--- config.mk ---
export PLATFORM = sky130hd
export DESIGN_NAME = codeword_framer
export DESIGN_NICKNAME = d
export VERILOG_FILES = /design/src/rtl/framer_pkg.sv /design/src/rtl/sync_fifo.sv /design/src/rtl/codeword_framer.sv
export SDC_FILE = /design/constraint.sdc
export NUM_CORES = 1
export LEC_CHECK = 0
export CAP_MARGIN = 20
export CORE_MARGIN = 4
export CORE_UTILIZATION = 40
export CTS_CLUSTER_SIZE = 24
export DETAILED_ROUTE_END_ITERATION = 16
export SYNTH_ARGS = -nofsm -noshare
export SYNTH_HDL_FRONTEND = slang
export SYNTH_SLANG_ARGS = --single-unit
export TNS_END_PERCENT = 30
--- constraint.sdc ---
create_clock -name clk -period 6.9 [get_ports clk]
set_input_delay 1.38 -clock clk [delete_from_list [all_inputs] [get_ports clk]]
set_output_delay 1.38 -clock clk [all_outputs]
set_load 0.05 [all_outputs]
--- src/rtl/framer_pkg.sv ---
// Shared types and defaults for the codeword framer/deframer pair.
// Header pattern and widths must match on both sides of the link.
package framer_pkg;

  typedef enum logic [1:0] {
    IDLE,
    SYNC,
    DATA
  } state_e;

  localparam int DEF_CW_W = 32;
  localparam int DEF_SYNC_W = 8;
  localparam logic [7:0] DEF_SYNC_PATTERN = 8'hB8;
  localparam int DEF_FIFO_DEPTH = 2;
  localparam int DEF_CNT_W = 16;

endpackage

--- src/rtl/sync_fifo.sv ---
// Single-clock FIFO; head is the registered entry at the read pointer.
// Pop takes effect on the same edge it is asserted.
module sync_fifo #(
  parameter int WIDTH = 32,
  parameter int DEPTH = 2
) (
  input  logic             clk,
  input  logic             rst,
  input  logic             push,
  input  logic [WIDTH-1:0] push_data,
  input  logic             pop,
  output logic [WIDTH-1:0] head,
  output logic             full,
  output logic             empty
);

  localparam int AW = $clog2(DEPTH);

  logic [WIDTH-1:0] mem [DEPTH];
  logic [AW-1:0]    wr_ptr;
  logic [AW-1:0]    rd_ptr;
  logic [AW:0]      count;
  logic             do_push;
  logic             do_pop;

  assign full    = (count == (AW+1)'(DEPTH));
  assign empty   = (count == '0);
  assign do_push = push && !full;
  assign do_pop  = pop && !empty;
  assign head    = mem[rd_ptr];

  always_ff @(posedge clk) begin
    if (rst) begin
      wr_ptr <= '0;
      rd_ptr <= '0;
      count  <= '0;
    end else begin
      if (do_push) wr_ptr <= wr_ptr + 1'b1;
      if (do_pop)  rd_ptr <= rd_ptr + 1'b1;
      unique case ({do_push, do_pop})
        2'b10:   count <= count + 1'b1;
        2'b01:   count <= count - 1'b1;
        default: count <= count;
      endcase
    end
  end

  always_ff @(posedge clk) begin
    if (do_push) mem[wr_ptr] <= push_data;
  end

endmodule

--- src/rtl/codeword_framer.sv ---
// Serialises buffered codewords MSB first, each behind a sync header.
// Back-to-back frames run with no idle bit when the FIFO has data.
module codeword_framer
  import framer_pkg::*;
#(
  parameter int                CW_W         = DEF_CW_W,
  parameter int                SYNC_W       = DEF_SYNC_W,
  parameter logic [SYNC_W-1:0] SYNC_PATTERN = DEF_SYNC_PATTERN,
  parameter int                FIFO_DEPTH   = DEF_FIFO_DEPTH,
  parameter int                CNT_W        = DEF_CNT_W
) (
  input  logic             clk,
  input  logic             rst,
  input  logic [CW_W-1:0]  cw_data,
  input  logic             cw_valid,
  output logic             cw_ready,
  output logic             bit_out,
  output logic             bit_valid,
  input  logic             bit_ready,
  output logic             sof,
  output logic             eof,
  output logic [CNT_W-1:0] frame_count,
  output logic             busy
);

  localparam int MAX_W = (CW_W > SYNC_W) ? CW_W : SYNC_W;
  localparam int IDX_W = $clog2(MAX_W);

  state_e            state;
  state_e            state_n;
  logic [SYNC_W-1:0] hdr_sr;
  logic [SYNC_W-1:0] hdr_n;
  logic [CW_W-1:0]   data_sr;
  logic [CW_W-1:0]   data_n;
  logic [IDX_W-1:0]  idx;
  logic [IDX_W-1:0]  idx_n;
  logic              bit_out_n;
  logic              bit_valid_n;
  logic              sof_n;
  logic              eof_n;
  logic [CNT_W-1:0]  fc_n;
  logic [CW_W-1:0]   head;
  logic              full;
  logic              empty;
  logic              push;
  logic              pop;
  logic              load;
  logic              xfer;

  // Ready comes from registered occupancy only; masked while in reset.
  assign cw_ready = !full && !rst;
  assign push     = cw_valid && cw_ready;
  assign xfer     = bit_valid && bit_ready;
  assign busy     = (state != IDLE) || !empty;

  sync_fifo #(
    .WIDTH (CW_W),
    .DEPTH (FIFO_DEPTH)
  ) u_fifo (
    .clk       (clk),
    .rst       (rst),
    .push      (push),
    .push_data (cw_data),
    .pop       (pop),
    .head      (head),
    .full      (full),
    .empty     (empty)
  );

  always_comb begin
    state_n     = state;
    hdr_n       = hdr_sr;
    data_n      = data_sr;
    idx_n       = idx;
    bit_out_n   = bit_out;
    bit_valid_n = bit_valid;
    sof_n       = sof;
    eof_n       = eof;
    fc_n        = frame_count;
    load        = 1'b0;
    pop         = 1'b0;
    unique case (state)
      IDLE: load = !empty;
      SYNC: begin
        if (xfer) begin
          sof_n = 1'b0;
          if (idx == IDX_W'(SYNC_W-1)) begin
            state_n   = DATA;
            idx_n     = '0;
            bit_out_n = data_sr[CW_W-1];
          end else begin
            hdr_n     = hdr_sr << 1;
            idx_n     = idx + 1'b1;
            bit_out_n = hdr_sr[SYNC_W-2];
          end
        end
      end
      DATA: begin
        if (xfer) begin
          if (eof) begin
            fc_n  = frame_count + 1'b1;
            eof_n = 1'b0;
            if (!empty) begin
              load = 1'b1;
            end else begin
              state_n     = IDLE;
              bit_valid_n = 1'b0;
              bit_out_n   = 1'b0;
            end
          end else begin
            data_n    = data_sr << 1;
            idx_n     = idx + 1'b1;
            bit_out_n = data_sr[CW_W-2];
            eof_n     = (idx == IDX_W'(CW_W-2));
          end
        end
      end
      default: state_n = IDLE;
    endcase
    // Frame start, either from IDLE or straight after an eof.
    if (load) begin
      pop         = 1'b1;
      state_n     = SYNC;
      hdr_n       = SYNC_PATTERN;
      data_n      = head;
      idx_n       = '0;
      bit_out_n   = SYNC_PATTERN[SYNC_W-1];
      bit_valid_n = 1'b1;
      sof_n       = 1'b1;
      eof_n       = 1'b0;
    end
  end

  always_ff @(posedge clk) begin
    if (rst) begin
      state       <= IDLE;
      hdr_sr      <= '0;
      data_sr     <= '0;
      idx         <= '0;
      bit_out     <= 1'b0;
      bit_valid   <= 1'b0;
      sof         <= 1'b0;
      eof         <= 1'b0;
      frame_count <= '0;
    end else begin
      state       <= state_n;
      hdr_sr      <= hdr_n;
      data_sr     <= data_n;
      idx         <= idx_n;
      bit_out     <= bit_out_n;
      bit_valid   <= bit_valid_n;
      sof         <= sof_n;
      eof         <= eof_n;
      frame_count <= fc_n;
    end
  end

endmodule

Word level (Yosys, flattened, before mapping)
Memories as Yosys holds them, arrays and structs flattened. A register that Yosys moved wholly into a read port is not among the register bits.
Cells that the tools add are included.
{"block": "word_totals", "input_bits": 36, "regBits": 67, "memories": 1, "word_cells": 122, "mem_bits_rw": 64, "output_inout_bits": 22}
{"name": "u_fifo.mem", "words": 2, "width": 32, "read_ports": 1, "rd_ports_with_merged_regs": 1, "wr": 1, "line_no": "sync_fifo.sv:19", "text": "logic [WIDTH-1:0] mem [DEPTH];"}
{"block": "classes", "n_bitwise": 2, "muxes": 45, "eq_ne": 22, "n_addsub": 6, "reduce_logical": 32}
{"operator": "32-bit two-way mux", "n": 4}
{"operator": "6-bit two-way mux", "n": 4}
{"operator": "1-bit two-way mux", "n": 23}
{"operator": "5-bit two-way mux", "n": 4}
{"operator": "16-bit by 1-bit adder with 16-bit output, second input constant", "n": 1}
{"operator": "2-bit != test, second input constant", "n": 8}
{"operator": "2-bit nonzero test", "n": 8}
{"operator": "3-bit != test, second input constant", "n": 5}
{"operator": "3-bit AND reduction", "n": 4}
{"operator": "4-bit AND reduction", "n": 3}
{"operator": "6-bit AND reduction", "n": 2}
{"operator": "2-bit two-way mux", "n": 5}
{"operator": "5-bit one-hot mux with 2 select lines", "n": 1}
{"operator": "2-bit == test, second input constant", "n": 3}
{"operator": "2-bit one-hot mux with 3 select lines", "n": 1}
{"operator": "5-bit by 1-bit adder with 5-bit output, second input constant", "n": 1}
{"operator": "5-bit by 3-bit == test with 1-bit output, second input constant", "n": 1}
{"operator": "5-bit == test, second input constant", "n": 1}
{"operator": "1-bit logical AND", "n": 5}
{"operator": "2-bit by 1-bit == test with 1-bit output, second input constant", "n": 2}
{"operator": "2-bit zero test", "n": 2}
{"operator": "4-bit != test, second input constant", "n": 1}
{"operator": "1-bit one-hot mux with 2 select lines", "n": 2}
{"operator": "2-bit one-hot mux with 2 select lines", "n": 1}
{"operator": "other kinds (10)", "n": 15}

Depth between registers and ports, before layout
Gate-level depths: netlist (run 1).
{"block": "depth", "depth_word": 9, "mapped_depth": 9, "ltp_nobuf": 7}

Cells and area by module
A second synthesis (run 1) with hierarchy kept.
{"block": "hier_totals", "cells_unflattened": 475, "area_unflattened_um2": 5382.7}
{"mod": "codeword_framer", "cells_each": 349, "seq_area_each_um2": 1261.2, "n_inst": 1, "area_each_um2": 2857.7}
{"mod": "sync_fifo", "cells_each": 126, "seq_area_each_um2": 2021.9, "n_inst": 1, "area_each_um2": 2524.9}

Least setup slack after synthesis (run 1)
Ideal clock, no wire load.
{"block": "synth_path", "path_type": "input to output", "from": "input port rst", "to": "output port cw_ready", "setup_slack_ps": 3366, "t_required_ps": 5520, "n_path_buf": 1, "t_arrival_ps": 2154, "cell_stages": 3, "cell_sequence": "inv_1 -> clkbuf_1 -> o21a_1"}
{"block": "synth_between", "elab_chain_len": 2}
{"item": "start, declared", "line_no": "codeword_framer.sv:13", "text": "input logic rst,"}
{"item": "1-bit zero test", "line_no": "codeword_framer.sv:51", "text": "assign cw_ready = !full && !rst;"}
{"item": "1-bit logical AND", "line_no": "codeword_framer.sv:51"}
{"item": "end, declared", "line_no": "codeword_framer.sv:16", "text": "output logic cw_ready,"}
No other way between the ends.

Worst setup path in the final report (run 1)
Ends and elaborated chain as after synthesis.

==> flow_metrics.env, run 1 <==
export IMPL_seq_power_share_pct=41.3
export IMPL_viasPerCell=5.06
export IMPL_finalSetupViolCount=0
export IMPL_start_util_pct=40.8
export IMPL_critPathLaunch="rst"
export IMPL_cts_clk_slew_worst_paths_ns=0.06
export IMPL_switching_share_pct=28.1
export IMPL_numCtsBuffers=17
export IMPL_netlist_cell_type_count=45
export IMPL_min_period_over_period_pct=65.8
export IMPL_period_needed_ns=4.54
export IMPL_power_switching_mw=0.734
export IMPL_io_buffers=57
export IMPL_drtIter0Drc=248
export IMPL_endpoint_kind="output port"
export IMPL_setup_worst_path_start_class="input pin"
export IMPL_ys_seq_area_share_pct=61.1
export IMPL_num_vias=3489
export IMPL_finish_cell_count_without_fillers=689
export IMPL_ff2ff_setup_slack_ns=4.47
export IMPL_crit_required_ns=5.52
export IMPL_place_inst=655
export IMPL_finalNetCount=540
export IMPL_grt_setup_unrepaired="no"
export IMPL_hold_path_class="reg2reg"
export IMPL_drive_gt1_share_pct=15.8
export IMPL_clock_latency_ns=0.41
export IMPL_die_area_mm2=0.0154
export IMPL_synthMuxAreaShare_pct=12.5
export IMPL_gp_congestion=0.740
export IMPL_postRouteAntennaNets=0
export IMPL_fp_dieW_um=124
export IMPL_hold_start="sof"
export IMPL_yosysWarnings=0
export IMPL_synth_top_family_by_area="multiplexers"
export IMPL_synth_xor_area_share_pct=2.44
export IMPL_diodes=0
export IMPL_critPathKind="in2out"
export IMPL_dp_slack_ns=1.88
export IMPL_hold_viol_final=0
export IMPL_synthAdderAreaFrac_pct=0.931
export IMPL_cts_sinks=132
export IMPL_cts_repair_resize_count=0
export IMPL_power_density_mw_per_mm2=385
export IMPL_r2r_start="eof"
export IMPL_cts_tree="built"
export IMPL_whs_path_depth=2
export IMPL_drt_wl_total_mm=9.99
export IMPL_final_cell_mix="dfxtp_1, edfxtp_1, clkdlybuf4s50_1, a21oi_1, o21ai_0"
export IMPL_drt_pass1_iter_count=4
export IMPL_final_setup_tns_ns=0
export IMPL_drcViolationCount=0
export IMPL_fillers=1158
export IMPL_synth_ff_type="dfxtp_1"
export IMPL_synth_edff_count=64
export IMPL_synthArstFlopShare_pct=0
export IMPL_cts_buffer_depth=2
export IMPL_maxSlewHeadroom_pct=34.7
export IMPL_synth_simple_area_share_pct=9.75
export IMPL_final_common_cell="dfxtp_1"
export IMPL_syn_area_mm2=0.00538
export IMPL_antenna_found_initial=0
export IMPL_die_h_um=124
export IMPL_pwr_share_clk_pct=37.3
export IMPL_cp_arrival_ns=3.16
export IMPL_cts_post_setup_buffers_inserted=0
export IMPL_grt_pass1_vias=3365
export IMPL_synth_compound_area_share_pct=10.7
export IMPL_status="complete, no violations"
export IMPL_holdWs_ns=0.463
export IMPL_io_pins=58
export IMPL_combPwrFrac_pct=21.4
export IMPL_reg2regPathDepth=6
export IMPL_synth_nets=485
export IMPL_cts_max_level=4
export IMPL_finalPower_mw=2.62
export IMPL_p_leak_nw=2.50
export IMPL_fin_skew_ns=0.00805
export IMPL_tightest_slew_ns=0.979
export IMPL_intPower_mw=1.88
export IMPL_avgRoutedWirePerCell_um=14.5
export IMPL_crit_path_end="cw_ready"
export IMPL_core_area_mm2=0.0132
export IMPL_fin_ws_ns=2.36
export IMPL_hpwl_mm=6.27
export IMPL_r2r_end="u_fifo.count[1]"
export IMPL_grt_max_degree=71
export IMPL_ir_drop_uv=186
export IMPL_syn_inst=445
export IMPL_area_growth_pct=26.3
export IMPL_synth_seq_cells=132
export IMPL_syn_area_per_cell_um2=12.1
export IMPL_drv_slew=0
export IMPL_root_buffer="clkbuf_16"
export IMPL_grt_pass1_wl_mm=16.5
export IMPL_track_usage_pct=14.0
export IMPL_fmax_ghz=0.220
export IMPL_grt_overflow=0
export IMPL_crit_path_max_fanout=11
export IMPL_rows=42
export IMPL_cap_viol_max_count=0
export IMPL_hold_buffers=0
-- registers in the layout, indices dropped and copies added (netlist names), 2 cells and up, named ones only --
register / count
data_sr: 32
frame_count: 16
hdr_sr: 4
idx: 5
state: 2
u_fifo.count: 2
u_fifo.mem: 64
-- worst max-delay path, stage by stage --
cell and delay (ns):
clkdlybuf4s50_1 0.68, inv_1 0.17, o21a_1 0.13, clkdlybuf4s50_1 0.79
-- worst min path at each step --
stage,endpoint,slack (ns)
6_report,sof,0.46
5_1_grt,hdr_sr[6],0.49
4_1_cts,sof,0.47
3_5_place_dp,sof,0.46
3_3_place_gp,hdr_sr[6],0.45
2_1_floorplan,hdr_sr[6],0.43
-- kinds of logic after synthesis --
logic type | Yosys count
XOR/XNOR | 15
flip-flops | 132
AND/OR/NAND/NOR | 91
buffers and inverters | 34
AO/OA/AOI/OAI | 106
adder cells (fa/ha/maj) | 4
multiplexers | 63
-- synth_stat cells (2+ instances only) --
master    number  share of area [%]
ha_1           4               0.93
or3_1          5               0.58
or4_1          5               0.70
mux2i_1       31                5.8
xor2_1         8                1.3
nand4_1        7               0.81
nor2b_1        2               0.23
nand2b_1       3               0.35
buf_4          3               0.42
nand2_1       13               0.91
nor4_1         4               0.47
nor3_1         2               0.19
o31ai_1        4               0.56
xnor2_1        7                1.1
nand3_1       10               0.93
inv_1          7               0.49
clkbuf_1      18                1.3
buf_2          5               0.47
and2_1         3               0.35
o211ai_1       5               0.70
nor2_1        23                1.6
and3_1         2               0.23
or3_4          2               0.42
edfxtp_1      64                 36
o21ai_0       38                3.5
mux2_2        32                6.7
dfxtp_1       68                 25
nor3b_1        2               0.28
a21oi_1       52                4.8
-- per-layer routing --
metal	routed length (µm)	global-route usage, %	vias to the layer above
met5	0	0	-
met4	114	5.54	0
met3	383	4.59	12
met2	4900	22.7	54
met1	4590	17.2	1653
li1	-	-	1770
-- through the flow --
step / cell area (µm²) / utilization (%)
floorplan: 5380 / -
global placement: 6090 / 46.2
detailed placement: 6090 / 46.2
CTS: 6740 / 51.1
global route: 6790 / 51.5
finish: 6790 / 51.5
-- power by group through the flow --
stage / Combinational (mW) / Sequential [mW] / Clock [mW]
2_1_floorplan: 0.397 / 1.09 / 0
3_3_place_gp: 0.524 / 1.09 / 0
3_5_place_dp: 0.538 / 1.10 / 0
4_1_cts: 0.540 / 1.08 / 0.995
5_1_grt: 0.630 / 1.10 / 1.03
6_report: 0.560 / 1.08 / 0.975
-- cell type report --
class,count,area (µm²),area share (%)
timing repair buffer,63,656,9.66
sequential,132,3280,48.4
inverter,7,26.3,0.387
clock buffer,18,439,6.47
clock inverter,14,208,3.06
tap,176,220,3.24
multi-input combinational,279,1960,28.8
Power figures use the tool's default switching activity.
==> run 2: changes to the inputs <==
==> constraint.sdc (replaced) <==
create_clock -name clk -period 4.6 [get_ports clk]
set_input_delay 0.92 -clock clk [delete_from_list [all_inputs] [get_ports clk]]
set_output_delay 0.92 -clock clk [all_outputs]
set_load 0.05 [all_outputs]
==> run 2 against run 1 <==
Net effect: sequential share of layout area grew 0.82 points; flip-flop and latch count is the same; hold slack lost 0.010 ns; critical path type unchanged; utilization shrank 0.86 points.
==> flow_metrics.env, run 2 (synthesis results as in run 1) <==
export IMPL_cap_viol_max_count=0
export IMPL_cts_post_setup_buffers_inserted=0
export IMPL_setup_worst_path_start_class="input pin"
export IMPL_die_h_um=124
export IMPL_final_common_cell="dfxtp_1"
export IMPL_status="complete, no violations"
export IMPL_postRouteAntennaNets=0
export IMPL_cts_max_level=4
export IMPL_rows=42
export IMPL_finalSetupViolCount=0
export IMPL_area_growth_pct=24.2
export IMPL_drv_slew=0
export IMPL_drt_wl_total_mm=10.0
export IMPL_period_needed_ns=3.32
export IMPL_io_buffers=57
export IMPL_grt_pass1_wl_mm=16.7
export IMPL_largest_register_ffs=64
export IMPL_reg2regPathDepth=6
export IMPL_critPathKind="in2out"
export IMPL_drcViolationCount=0
export IMPL_root_buffer="clkbuf_16"
export IMPL_hold_buffers=0
export IMPL_drtIter0Drc=200
export IMPL_postPlaceCellArea_mm2=0.00611
export IMPL_fmax_ghz=0.302
export IMPL_finalNetCount=539
export IMPL_viasPerCell=5.07
export IMPL_whs_path_depth=2
export IMPL_endpoint_kind="output port"
export IMPL_pwr_share_clk_pct=34.1
export IMPL_largest_registers="u_fifo.mem (64), data_sr (32), frame_count (16)"
export IMPL_seq_power_share_pct=43.8
export IMPL_final_cell_area_mm2=0.00668
export IMPL_grt_max_degree=37
export IMPL_numCtsBuffers=17
export IMPL_grt_overflow=0
export IMPL_fin_skew_ns=0.00484
export IMPL_gp_congestion=0.741
export IMPL_diodes=0
export IMPL_start_util_pct=40.8
export IMPL_cts_sinks=132
export IMPL_die_area_mm2=0.0154
export IMPL_crit_required_ns=3.68
export IMPL_grt_pass1_vias=3422
export IMPL_cts_buffer_depth=2
export IMPL_maxSlewHeadroom_pct=34.2
export IMPL_core_area_mm2=0.0132
export IMPL_combPwrFrac_pct=22.1
export IMPL_crit_path_max_fanout=33
export IMPL_min_period_over_period_pct=72.1
export IMPL_clock_latency_ns=0.41
export IMPL_intPower_mw=2.60
export IMPL_cts_tree="built"
export IMPL_power_switching_mw=1.09
export IMPL_drt_pass1_iter_count=6
export IMPL_hold_viol_final=0
export IMPL_fp_dieW_um=124
export IMPL_io_pins=58
export IMPL_cts_repair_resize_count=0
export IMPL_cts_clk_slew_worst_paths_ns=0.06
export IMPL_num_vias=3491
export IMPL_drive_gt1_share_pct=15.6
export IMPL_seqCellArea_mm2=0.00328
export IMPL_cp_arrival_ns=2.40
export IMPL_grt_setup_unrepaired="no"
export IMPL_hpwl_mm=6.51
export IMPL_hold_path_class="reg2reg"
export IMPL_regMostFlops="u_fifo.mem"
export IMPL_track_usage_pct=14.2
export IMPL_final_setup_tns_ns=0
export IMPL_final_cell_mix="dfxtp_1, edfxtp_1, clkdlybuf4s50_1, a21oi_1, o21ai_0"
export IMPL_fillers=1177
export IMPL_switching_share_pct=29.6
export IMPL_power_density_mw_per_mm2=553
export IMPL_avgRoutedWirePerCell_um=14.5
export IMPL_ir_drop_uv=392
export IMPL_p_leak_nw=2.45
export IMPL_multi_input_comb_area_mm2=0.00196
export IMPL_antenna_found_initial=0
export IMPL_tightest_slew_ns=0.987
==> run 2: cell type report <==
class / count / area share (%)
sequential: 132 / 49.2
clock buffer: 22 / 7.44
tap: 176 / 3.30
clock inverter: 10 / 1.11
multi-input combinational: 279 / 29.3
inverter: 7 / 0.394
timing repair buffer: 62 / 9.26
==> run 2: final timing paths <==
path | start | end | slack [ns]
setup / recovery | rst | cw_ready | 1.28
hold / removal | sof | sof | 0.45
setup reg to reg | u_fifo.count[0] | u_fifo.count[1] | 2.26
hold reg to reg | sof | sof | 0.45
==> run 2: metal layers <==
layer  up-vias  GRT usage (%)  share of wire, %
met5         -              0                 0
met2        54           22.7                49
met1      1642           17.7                46
met4         0           6.64               1.7
met3        16           4.04               3.5
li1       1779              -                 -
==> run 2: worst max-delay path: stages <==
cell             delay, ns
clkdlybuf4s50_1       0.42
inv_1                 0.64
o21a_1                0.27
buf_12                0.14
==> run 2: per-stage QoR <==
stage	cells	setup WS, ns	utilization [%]	power [mW]	hold slack [ns]
global route	688	1.13	50.6	3.90	0.490
floorplan	445	1.59	-	2.23	0.431
detailed placement	656	1.19	46.3	2.47	0.448
CTS	688	1.21	50.6	3.74	0.456
finish	688	1.28	50.6	3.69	0.453
global placement	656	1.27	46.3	2.44	0.447
==> run 2: power groups by stage <==
stage	logic [mW]	registers, mW	clock network, mW
after global placement	0.804	1.64	0
after floorplan	0.595	1.64	0
final	0.815	1.62	1.26
after CTS	0.827	1.62	1.29
after global routing	0.906	1.65	1.35
after detailed placement	0.822	1.64	0
